`src/rtl/uart_rx_pkg.sv`:
```
// Shared types and helpers for the UART receive sample engine.
package uart_rx_pkg;

    // Receive frame phase. IDLE waits for a falling edge on the line,
    // START qualifies the start bit, DATA shifts in the word, STOP checks
    // the stop bit and hands the word out.
    typedef enum logic [1:0] {
        IDLE  = 2'd0,
        START = 2'd1,
        DATA  = 2'd2,
        STOP  = 2'd3
    } rx_state_t;

    // Tick count (0-based) of the mid-bit sample point for an even
    // oversample ratio, e.g. 7 for 16x and 3 for 8x.
    function automatic int mid_point(input int os);
        return os / 2 - 1;
    endfunction

endpackage

```
`src/rtl/rx_vote3.sv`:
```
// Three-sample majority voter for the mid-bit decision.
// The two earlier samples (cnt = MID-1 and MID) are held in a small capture
// register. The third sample is the live line value on the deciding tick
// (cnt = MID+1), so the vote is ready in the same cycle as that tick.
module rx_vote3 (
    input  logic clk,
    input  logic rst,
    input  logic cap_i,
    input  logic rxd_i,
    output logic vote_o
);

    logic [1:0] samp_q;

    // Shift in the line value on each of the two early sample ticks.
    always_ff @(posedge clk or negedge rst) begin
        if (!rst) begin
            samp_q <= '0;
        end else if (cap_i) begin
            samp_q <= {samp_q[0], rxd_i};
        end
    end

    // Majority of the two captured samples and the live third one.
    always_comb begin
        vote_o = (samp_q[1] & samp_q[0]) |
                 (samp_q[1] & rxd_i)     |
                 (samp_q[0] & rxd_i);
    end

endmodule

```
`src/rtl/uart_rx_sample_engine.sv`:
```
// UART receive timing engine running on the baud generator's oversample
// tick. It finds the start edge, places the mid-bit sample point for any
// even oversample ratio (optionally 3-sample voted), tracks the bit index
// through start/data/stop, shifts in the word LSB first and reports false
// starts and framing errors. All outputs come straight from flops.
module uart_rx_sample_engine
    import uart_rx_pkg::*;
#(
    parameter int OVERSAMPLE = 16,
    parameter int DATA_BITS  = 8,
    parameter int VOTE       = 1
) (
    input  logic                         clk,
    input  logic                         rst,
    input  logic                         enable,
    input  logic                         os_tick,
    input  logic                         rxd,
    output logic                         sample_valid,
    output logic                         sample_bit,
    output logic [$clog2(DATA_BITS)-1:0] bit_index,
    output logic                         bit_done,
    output logic                         frame_done,
    output logic                         frame_err,
    output logic                         false_start,
    output logic [DATA_BITS-1:0]         data_out,
    output logic                         busy
);

    localparam int CW         = $clog2(OVERSAMPLE);
    localparam int BW         = $clog2(DATA_BITS);
    localparam int MID        = mid_point(OVERSAMPLE);
    // With voting the decision waits for the third sample one tick later.
    localparam int DECIDE_CNT = (VOTE != 0) ? MID + 1 : MID;

    localparam logic [CW-1:0] CNT_LAST   = CW'(OVERSAMPLE - 1);
    localparam logic [CW-1:0] CNT_DECIDE = CW'(DECIDE_CNT);
    localparam logic [BW-1:0] BIT_LAST   = BW'(DATA_BITS - 1);

    // Parameter sanity, caught at elaboration.
    if ((OVERSAMPLE % 2) != 0 || OVERSAMPLE < 4) begin : g_bad_oversample
        $error("uart_rx_sample_engine: OVERSAMPLE must be even and >= 4");
    end
    if (DATA_BITS < 5 || DATA_BITS > 9) begin : g_bad_data_bits
        $error("uart_rx_sample_engine: DATA_BITS must be in 5..9");
    end

    rx_state_t            state_q;
    logic [CW-1:0]        cnt_q;
    logic [CW-1:0]        cnt_d;
    logic [BW-1:0]        bit_idx_q;
    logic [DATA_BITS-1:0] shift_q;
    logic [DATA_BITS-1:0] shift_d;
    logic [DATA_BITS-1:0] data_q;
    logic                 sample_valid_q;
    logic                 sample_bit_q;
    logic                 bit_done_q;
    logic                 frame_done_q;
    logic                 frame_err_q;
    logic                 false_start_q;
    logic                 busy_q;

    logic                 decision;
    logic                 at_decide;
    logic                 at_last;

    // Counter wrap, sample-point and end-of-bit decode, and the next value
    // of the data shifter (new bit enters at the MSB so the first bit on
    // the line ends up in bit 0).
    always_comb begin
        cnt_d     = (cnt_q == CNT_LAST) ? '0 : cnt_q + CW'(1);
        at_decide = (cnt_q == CNT_DECIDE);
        at_last   = (cnt_q == CNT_LAST);
        shift_d   = {decision, shift_q[DATA_BITS-1:1]};
    end

    if (VOTE != 0) begin : g_vote
        logic cap;

        // Early samples are only meaningful inside a frame.
        assign cap = os_tick && enable && (state_q != IDLE) &&
                     ((cnt_q == CW'(MID - 1)) || (cnt_q == CW'(MID)));

        rx_vote3 u_vote (
            .clk    (clk),
            .rst    (rst),
            .cap_i  (cap),
            .rxd_i  (rxd),
            .vote_o (decision)
        );
    end else begin : g_single
        assign decision = rxd;
    end

    // Frame state machine with all registered outputs. Pulses default low
    // every cycle and are raised only on the clk after a qualifying tick.
    always_ff @(posedge clk or negedge rst) begin
        if (!rst) begin
            state_q        <= IDLE;
            cnt_q          <= '0;
            bit_idx_q      <= '0;
            shift_q        <= '0;
            data_q         <= '0;
            sample_valid_q <= 1'b0;
            sample_bit_q   <= 1'b0;
            bit_done_q     <= 1'b0;
            frame_done_q   <= 1'b0;
            frame_err_q    <= 1'b0;
            false_start_q  <= 1'b0;
            busy_q         <= 1'b0;
        end else begin
            sample_valid_q <= 1'b0;
            bit_done_q     <= 1'b0;
            frame_done_q   <= 1'b0;
            false_start_q  <= 1'b0;

            if (!enable) begin
                // Disabled: abandon any frame silently, keep data_out.
                state_q <= IDLE;
                cnt_q   <= '0;
                busy_q  <= 1'b0;
            end else if (os_tick) begin
                case (state_q)
                    IDLE: begin
                        if (!rxd) begin
                            state_q <= START;
                            cnt_q   <= '0;
                            busy_q  <= 1'b1;
                        end
                    end

                    START: begin
                        cnt_q <= cnt_d;
                        if (at_decide && decision) begin
                            // Line went back high before mid-bit: noise.
                            false_start_q <= 1'b1;
                            state_q       <= IDLE;
                            cnt_q         <= '0;
                            busy_q        <= 1'b0;
                        end else if (at_last) begin
                            bit_done_q <= 1'b1;
                            state_q    <= DATA;
                            bit_idx_q  <= '0;
                        end
                    end

                    DATA: begin
                        cnt_q <= cnt_d;
                        if (at_decide) begin
                            sample_valid_q <= 1'b1;
                            sample_bit_q   <= decision;
                            shift_q        <= shift_d;
                        end
                        if (at_last) begin
                            bit_done_q <= 1'b1;
                            if (bit_idx_q == BIT_LAST) begin
                                state_q <= STOP;
                            end else begin
                                bit_idx_q <= bit_idx_q + BW'(1);
                            end
                        end
                    end

                    STOP: begin
                        cnt_q <= cnt_d;
                        if (at_decide) begin
                            // Leave half a bit early so a back-to-back
                            // start edge is seen on the very next tick.
                            frame_done_q <= 1'b1;
                            frame_err_q  <= ~decision;
                            data_q       <= shift_q;
                            state_q      <= IDLE;
                            cnt_q        <= '0;
                            busy_q       <= 1'b0;
                        end
                    end

                    default: begin
                        state_q <= IDLE;
                        cnt_q   <= '0;
                        busy_q  <= 1'b0;
                    end
                endcase
            end
        end
    end

    assign sample_valid = sample_valid_q;
    assign sample_bit   = sample_bit_q;
    assign bit_index    = bit_idx_q;
    assign bit_done     = bit_done_q;
    assign frame_done   = frame_done_q;
    assign frame_err    = frame_err_q;
    assign false_start  = false_start_q;
    assign data_out     = data_q;
    assign busy         = busy_q;

endmodule
```
`config.mk`:
```
export PLATFORM = sky130hd
export DESIGN_NAME = uart_rx_sample_engine
export DESIGN_NICKNAME = d
export VERILOG_FILES = /design/src/rtl/uart_rx_pkg.sv /design/src/rtl/rx_vote3.sv /design/src/rtl/uart_rx_sample_engine.sv
export SDC_FILE = /design/constraint.sdc
export NUM_CORES = 1
export LEC_CHECK = 0
export CORE_UTILIZATION = 48
export CTS_CLUSTER_DIAMETER = 50
export DETAILED_ROUTE_END_ITERATION = 6
export GPL_TIMING_DRIVEN = 0
export PLACE_DENSITY_LB_ADDON = 0.15
export SETUP_SLACK_MARGIN = 0.4
export SLEW_MARGIN = 20
export SYNTH_ARGS = -nofsm -noshare
export SYNTH_HDL_FRONTEND = slang
export SYNTH_HIERARCHICAL = 1
export SYNTH_SLANG_ARGS = --single-unit
```
`constraint.sdc`:
```
create_clock -name clk -period 1.5 [get_ports clk]
set_input_delay 0.3 -clock clk [delete_from_list [all_inputs] [get_ports clk]]
set_output_delay 0.3 -clock clk [all_outputs]
set_load 0.02 [all_outputs]
```
-- Yosys cells after proc, flatten, opt, wreduce, memory -nomap -nowiden
Cells that the tools add are included.
- logic and storage cells: 98
- output and inout bits: 18
- register bits: 34
- reduce and logical (&&, ||, !) cells: 14
- multiplexer cells: 43
- bitwise gates (word level): 6
- add/sub/neg operators: 2
- eq/ne operators: 20
- operators by type and width (cell ; count):
    2-to-1 mux 4 bit ; 6
    2-to-1 mux 1 bit ; 20
    2-to-1 mux 2 bit ; 8
    case mux 4 bit (4 select lines) ; 1
    inequality test 3 bit, second input constant ; 5
    2-to-1 mux 3 bit ; 4
    == test 4 x 3 -> 1 bit, second input constant ; 2
    == test 4 bit, second input constant ; 2
    inequality test 2 bit, second input constant ; 4
    case mux 2 bit (4 select lines) ; 1
    AND reduction 4 bit ; 2
    AND reduction 7 bit ; 1
    case mux 3 bit (2 select lines) ; 1
    AND reduction 6 bit ; 1
    AND reduction 5 bit ; 1
    adder 4 x 1 -> 4 bit, second input constant ; 1
    == test 2 bit, second input constant ; 2
    logical AND 1 bit ; 4
    inequality test 4 x 1 -> 1 bit, second input constant ; 1
    inequality test 4 bit, second input constant ; 1
    nonzero test 2 bit ; 2
    adder 3 x 1 -> 3 bit, second input constant ; 1
    AND 1 bit ; 3
    == test 3 bit, second input constant ; 1
    9 further kinds ; 10

-- Logic depth before layout (Yosys ltp)
- word-level depth: 8
- depth in mapped cells: 8

-- Cells and area by module
The synthesis kept the hierarchy.
- by module, submodules not included (module ; area an instance (µm²) ; cells an instance ; times used ; seq. area each (µm²)):
    uart_rx_sample_engine ; 1510.2 ; 132 ; 1 ; 775.7
    rx_vote3 ; 83.8 ; 5 ; 1 ; 50.0

-- Worst setup path before layout
No wires, ideal clock.
- path kind: flip-flop to flip-flop
- from: reg state_q[0]
- to: reg cnt_q[3]
- setup time: 69 ps
- buffers on the path: 1
- path slack: -178 ps
- arrival: 1609 ps
- stages on the path, launching flop included: 8
- cell sequence: dfrtp_1 -> inv_1 -> ha_1 -> clkbuf_1 -> a21oi_1 -> a211oi_1 -> nand4_1 -> nand3_1
- longest elaborated chain between the ends: 4
- RTL lines (what ; RTL line ; RTL):
    start: declaration ; uart_rx_sample_engine.sv:47 ; rx_state_t state_q;
    start signal: assignment ; uart_rx_sample_engine.sv:98 ; state_q <= IDLE;
    start signal: assignment ; uart_rx_sample_engine.sv:118 ; state_q <= IDLE;
    start signal: assignment ; uart_rx_sample_engine.sv:125 ; state_q <= START;
    == test 2 bit, or another cell as far along ; uart_rx_sample_engine.sv:122 ; case (state_q)
    case mux 4 bit (4 select lines) ; uart_rx_sample_engine.sv:122 ;
    2-to-1 mux 4 bit ; uart_rx_sample_engine.sv:121 ; end else if (os_tick) begin
    2-to-1 mux 4 bit ; uart_rx_sample_engine.sv:116 ; if (!enable) begin
    end signal: assignment ; uart_rx_sample_engine.sv:132 ; cnt_q <= cnt_d;
    end signal: assignment ; uart_rx_sample_engine.sv:147 ; cnt_q <= cnt_d;
    end signal: assignment ; uart_rx_sample_engine.sv:164 ; cnt_q <= cnt_d;
    end: declaration ; uart_rx_sample_engine.sv:48 ; logic [CW-1:0] cnt_q;
Parallel ways exist; a longest one is shown, timed or not. The select of a mux whose other input is x is not followed.
A chain may end at the register's enable or synchronous reset.

-- Worst setup path in the final report
- from: reg cnt_q[1]
- to: reg state_q[1]
- longest elaborated chain between the ends: 6
- RTL lines (what ; RTL line ; RTL):
    == test 4 bit ; uart_rx_sample_engine.sv:71 ; at_decide = (cnt_q == CNT_DECIDE);
    logical AND 1 bit ; uart_rx_sample_engine.sv:133 ; if (at_decide && decision) begin
    2-to-1 mux 2 bit ; uart_rx_sample_engine.sv:133 ;
    case mux 2 bit (4 select lines) ; uart_rx_sample_engine.sv:122 ;
    2-to-1 mux 2 bit ; uart_rx_sample_engine.sv:121 ;
    2-to-1 mux 2 bit ; uart_rx_sample_engine.sv:116 ;
    end signal: assignment ; uart_rx_sample_engine.sv:118 ;
    end signal: assignment ; uart_rx_sample_engine.sv:125 ;
    end signal: assignment ; uart_rx_sample_engine.sv:136 ; state_q <= IDLE;
Parallel ways exist; a longest one is shown, timed or not. The select of a mux whose other input is x is not followed.

==> results.py <==
metrics = {
    "timing": {
        "max_slew_margin_pct": 51.5,
        "setup_violations": 29,
        "period_needed_ns": 1.68,
        "slew_violations": 0,
        "max_slew.worst_pin.slew_ns": 0.728,
        "whs_ns": -0.00397,
        "rsz0062_at_grt": "true",
        "hold_violations": 10,
        "timing.final.ws_setup_ns": -0.175,
        "fin_crit_sh_pct": 112,
        "max_freq_mhz": 597,
        "finClkSkew_ns": 0.00447,
    },
    "yosys": {
        "synth.most_common_cell": "dfrtp_1",
        "syn-num-nets": 151,
        "synth_edf_count": 0,
        "ys_ff_latch": 33,
        "ys_async_sr_fraction_pct": 100,
        "synth_ff_type": "dfrtp_1",
        "ys_top_cells_by_count": "dfrtp_1, mux2_2, nand2_1",
        "syn_avg_cell_area_um2": 11.6,
        "synthCells": 137,
        "yosysTopAreaCellShare_pct": 51.8,
        "netlist_top_cells_area": "dfrtp_1, mux2_2, ha_1",
        "synth_cell_types": 32,
        "yosysTopAreaCell": "dfrtp_1",
        "ys_seq_area_share_pct": 51.8,
        "yosysWarningCount": 6,
        "netlist_area_um2": 1590,
    },
    "floorplan": {
        "die_w_um": 59.6,
        "io_pins": 23,
        "fp.dieArea_um2": 3560,
        "coreArea_um2": 3100,
        "rows": 20,
        "die_h_um": 59.6,
        "initial_core_util_pct": 51.4,
    },
    "setup_path": {
        "reg2regPathDepth": 7,
        "worst_setup_path_start_kind": "register",
        "ff2ff_setup_slack_ns": -0.18,
        "worstPathArrival_ns": 1.92,
        "crit_type": "register to register",
        "worstPathRequired_ns": 1.74,
        "critPathCaptureType": "register",
        "crit_fanout": 4,
    },
    "run": {
        "max-cap-violations": 0,
    },
    "cts": {
        "clock-sinks": 33,
        "clockBufferDepth": 2,
        "root_buffer": "clkbuf_4",
        "numCtsBuffers": 5,
        "htreeDepth": 2,
        "cts-hold-fix-buffers": 0,
        "clock_latency_ns": 0.35,
        "cts_tree": "built",
        "clkSlewWorstSetupHoldPaths_ns": 0.10,
    },
    "routing": {
        "drc": 0,
        "vias": 1272,
        "drt.antenna.violating_nets": 0,
        "drt_pass1_iterations": 4,
        "wl_um": 3690,
        "drtIter0Drc": 25,
        "avgRoutedWirePerCell_um": 15.5,
        "avgViaCountPerCell": 5.34,
    },
    "global_route": {
        "antenna_found_initial": 0,
        "overflow": 0,
        "grt_pass1_vias": 1170,
        "grtUsageTotal_pct": 21.9,
        "grt_max_degree": 34,
        "grt_pass1_wl_um": 5560,
    },
    "placed_design": {
        "place_congestion": 0.785,
        "port_buffers": 22,
        "hpwl_um": 2110,
    },
    "outcome": {
        "violations": "negative hold slack, negative setup slack",
        "outcome": "finished, violations left",
    },
    "power_and_ir_drop": {
        "p_comb_share_pct": 28.7,
        "pwr-share-clk_pct": 30.2,
        "power_mw": 2.35,
        "switching_power_uw": 680,
        "power.share.switching_pct": 29.0,
        "peakVddDrop_v": 0.000742,
        "power.density_nw_per_um2": 979,
        "p_int_mw": 1.66,
        "leakagePower_nw": 1.14,
        "pwr-share-seq_pct": 41.1,
    },
    "final_layout": {
        "post-route-util_pct": 77.2,
        "layout-drive-gt1-share_pct": 57.2,
        "antennaDiodeCount": 0,
        "area_growth_pct": 50.3,
        "nets": 207,
    },
    "hold_path": {
        "hold_path_class": "input port to asynchronous set/reset pin",
    },
}
[path summary, 6_finish.rpt]
check	start	to
setup / recovery	cnt_q[1]$_DFFE_PN0P_	state_q[1]$_DFFE_PN0P_
hold / removal	rst	cnt_q[1]$_DFFE_PN0P_
setup reg to reg	cnt_q[1]$_DFFE_PN0P_	state_q[1]$_DFFE_PN0P_
hold reg to reg	shift_q[0]$_DFFE_PN0P_	shift_q[0]$_DFFE_PN0P_
max in group asynchronous	rst	bit_index[2]$_DFFE_PN0P_
min in group clk	rxd	g_vote.u_vote/samp_q[0]$_DFFE_PN0P_
[state kept, by name, indices dropped and copies added, names as in the netlist]
name                  cells
busy                      1
frame_err                 1
frame_done                1
g_vote.u_vote/samp_q      2
false_start               1
cnt_q                     4
sample_valid              1
state_q                   2
bit_index                 3
data_out                  8
shift_q                   7
sample_bit                1
bit_done                  1
[kinds of logic (layout without fill, tap and decap cells)]
logic type	Yosys count	after routing	synth area share (%)
buffers and inverters	13	69	3.14
DFF	33	33	51.8
AOI/OAI and AO/OA	21	21	10.1
adders and majority gates	10	10	7.77
and+or+nand+nor	42	43	14.5
muxes	18	18	12.6
[power by group through the flow]
stage               clock network [mW]  registers (mW)  logic [mW]
CTS                              0.723           0.961       0.526
global placement                     0           0.979       0.421
floorplan                            0           0.999       0.288
global route                     0.762           0.968       0.741
finish                           0.708           0.963       0.674
detailed placement                   0           0.982       0.430
[cell usage in the layout (no fill, tap or decap), types with 3 or more instances in the layout]
master,instances
ha_2,3
dfrtp_1,30
nor2_1,5
inv_2,6
nand3_1,8
inv_1,3
nand2_1,9
o21ai_2,3
ha_4,4
nand2_2,3
o21ai_1,3
o21ai_0,3
buf_4,18
buf_6,27
clkbuf_4,5
mux2_2,17
dfrtp_2,3
[area by class of cell]
| class | count | area (µm²) |
|---|---|---|
| sequential | 33 | 830 |
| clock inverter | 1 | 30.0 |
| buffer | 3 | 31.3 |
| timing repair buffer | 48 | 462 |
| inverter | 10 | 40.0 |
| clock buffer | 7 | 55.1 |
| tap | 44 | 55.1 |
| multi-input combinational | 92 | 893 |
| fill | 206 | 707 |
[per-layer routing]
layer / up-vias / GRT usage (%) / routed length (µm)
met5: - / 0 / 0
met4: 0 / 10.6 / 62
met3: 7 / 5.46 / 145
met2: 28 / 34.7 / 1870
met1: 636 / 28.0 / 1610
li1: 601 / - / -
[repair_timing]
| action | in CTS | in global routing |
|---|---|---|
| gates cloned | 2 | 0 |
| buffers inserted | 10 | 15 |
| gates resized for setup | 134 | 28 |
| endpoints found under the setup margin | 51 | 51 |
| pin swaps | 4 | 6 |
| endpoints found under the hold margin | 0 | 0 |
[worst max-delay path, stage by stage, from the launching register on]
cell,delay [ns]
dfrtp_1,0.44
inv_2,0.10
ha_4,0.14
nand3b_4,0.10
or2_4,0.27
nand3_4,0.12
o2111ai_4,0.13
a211o_1,0.27
[per-stage QoR]
step	setup WS (ns)	setup TNS [ns]	instance area, µm²	hold slack, ns	instances
2_1_floorplan	-0.0890	-0.587	1650	0.00441	137
3_3_place_gp	-0.626	-29.94	1920	0.463	203
3_5_place_dp	-0.583	-13.71	1920	0.395	203
4_1_cts	-0.169	-2.96	2200	0.00684	223
5_1_grt	-0.232	-5.17	2400	0.0428	238
6_report	-0.175	-2.96	2400	-0.00397	238
No activity file was read; power rests on OpenSTA's default activity.
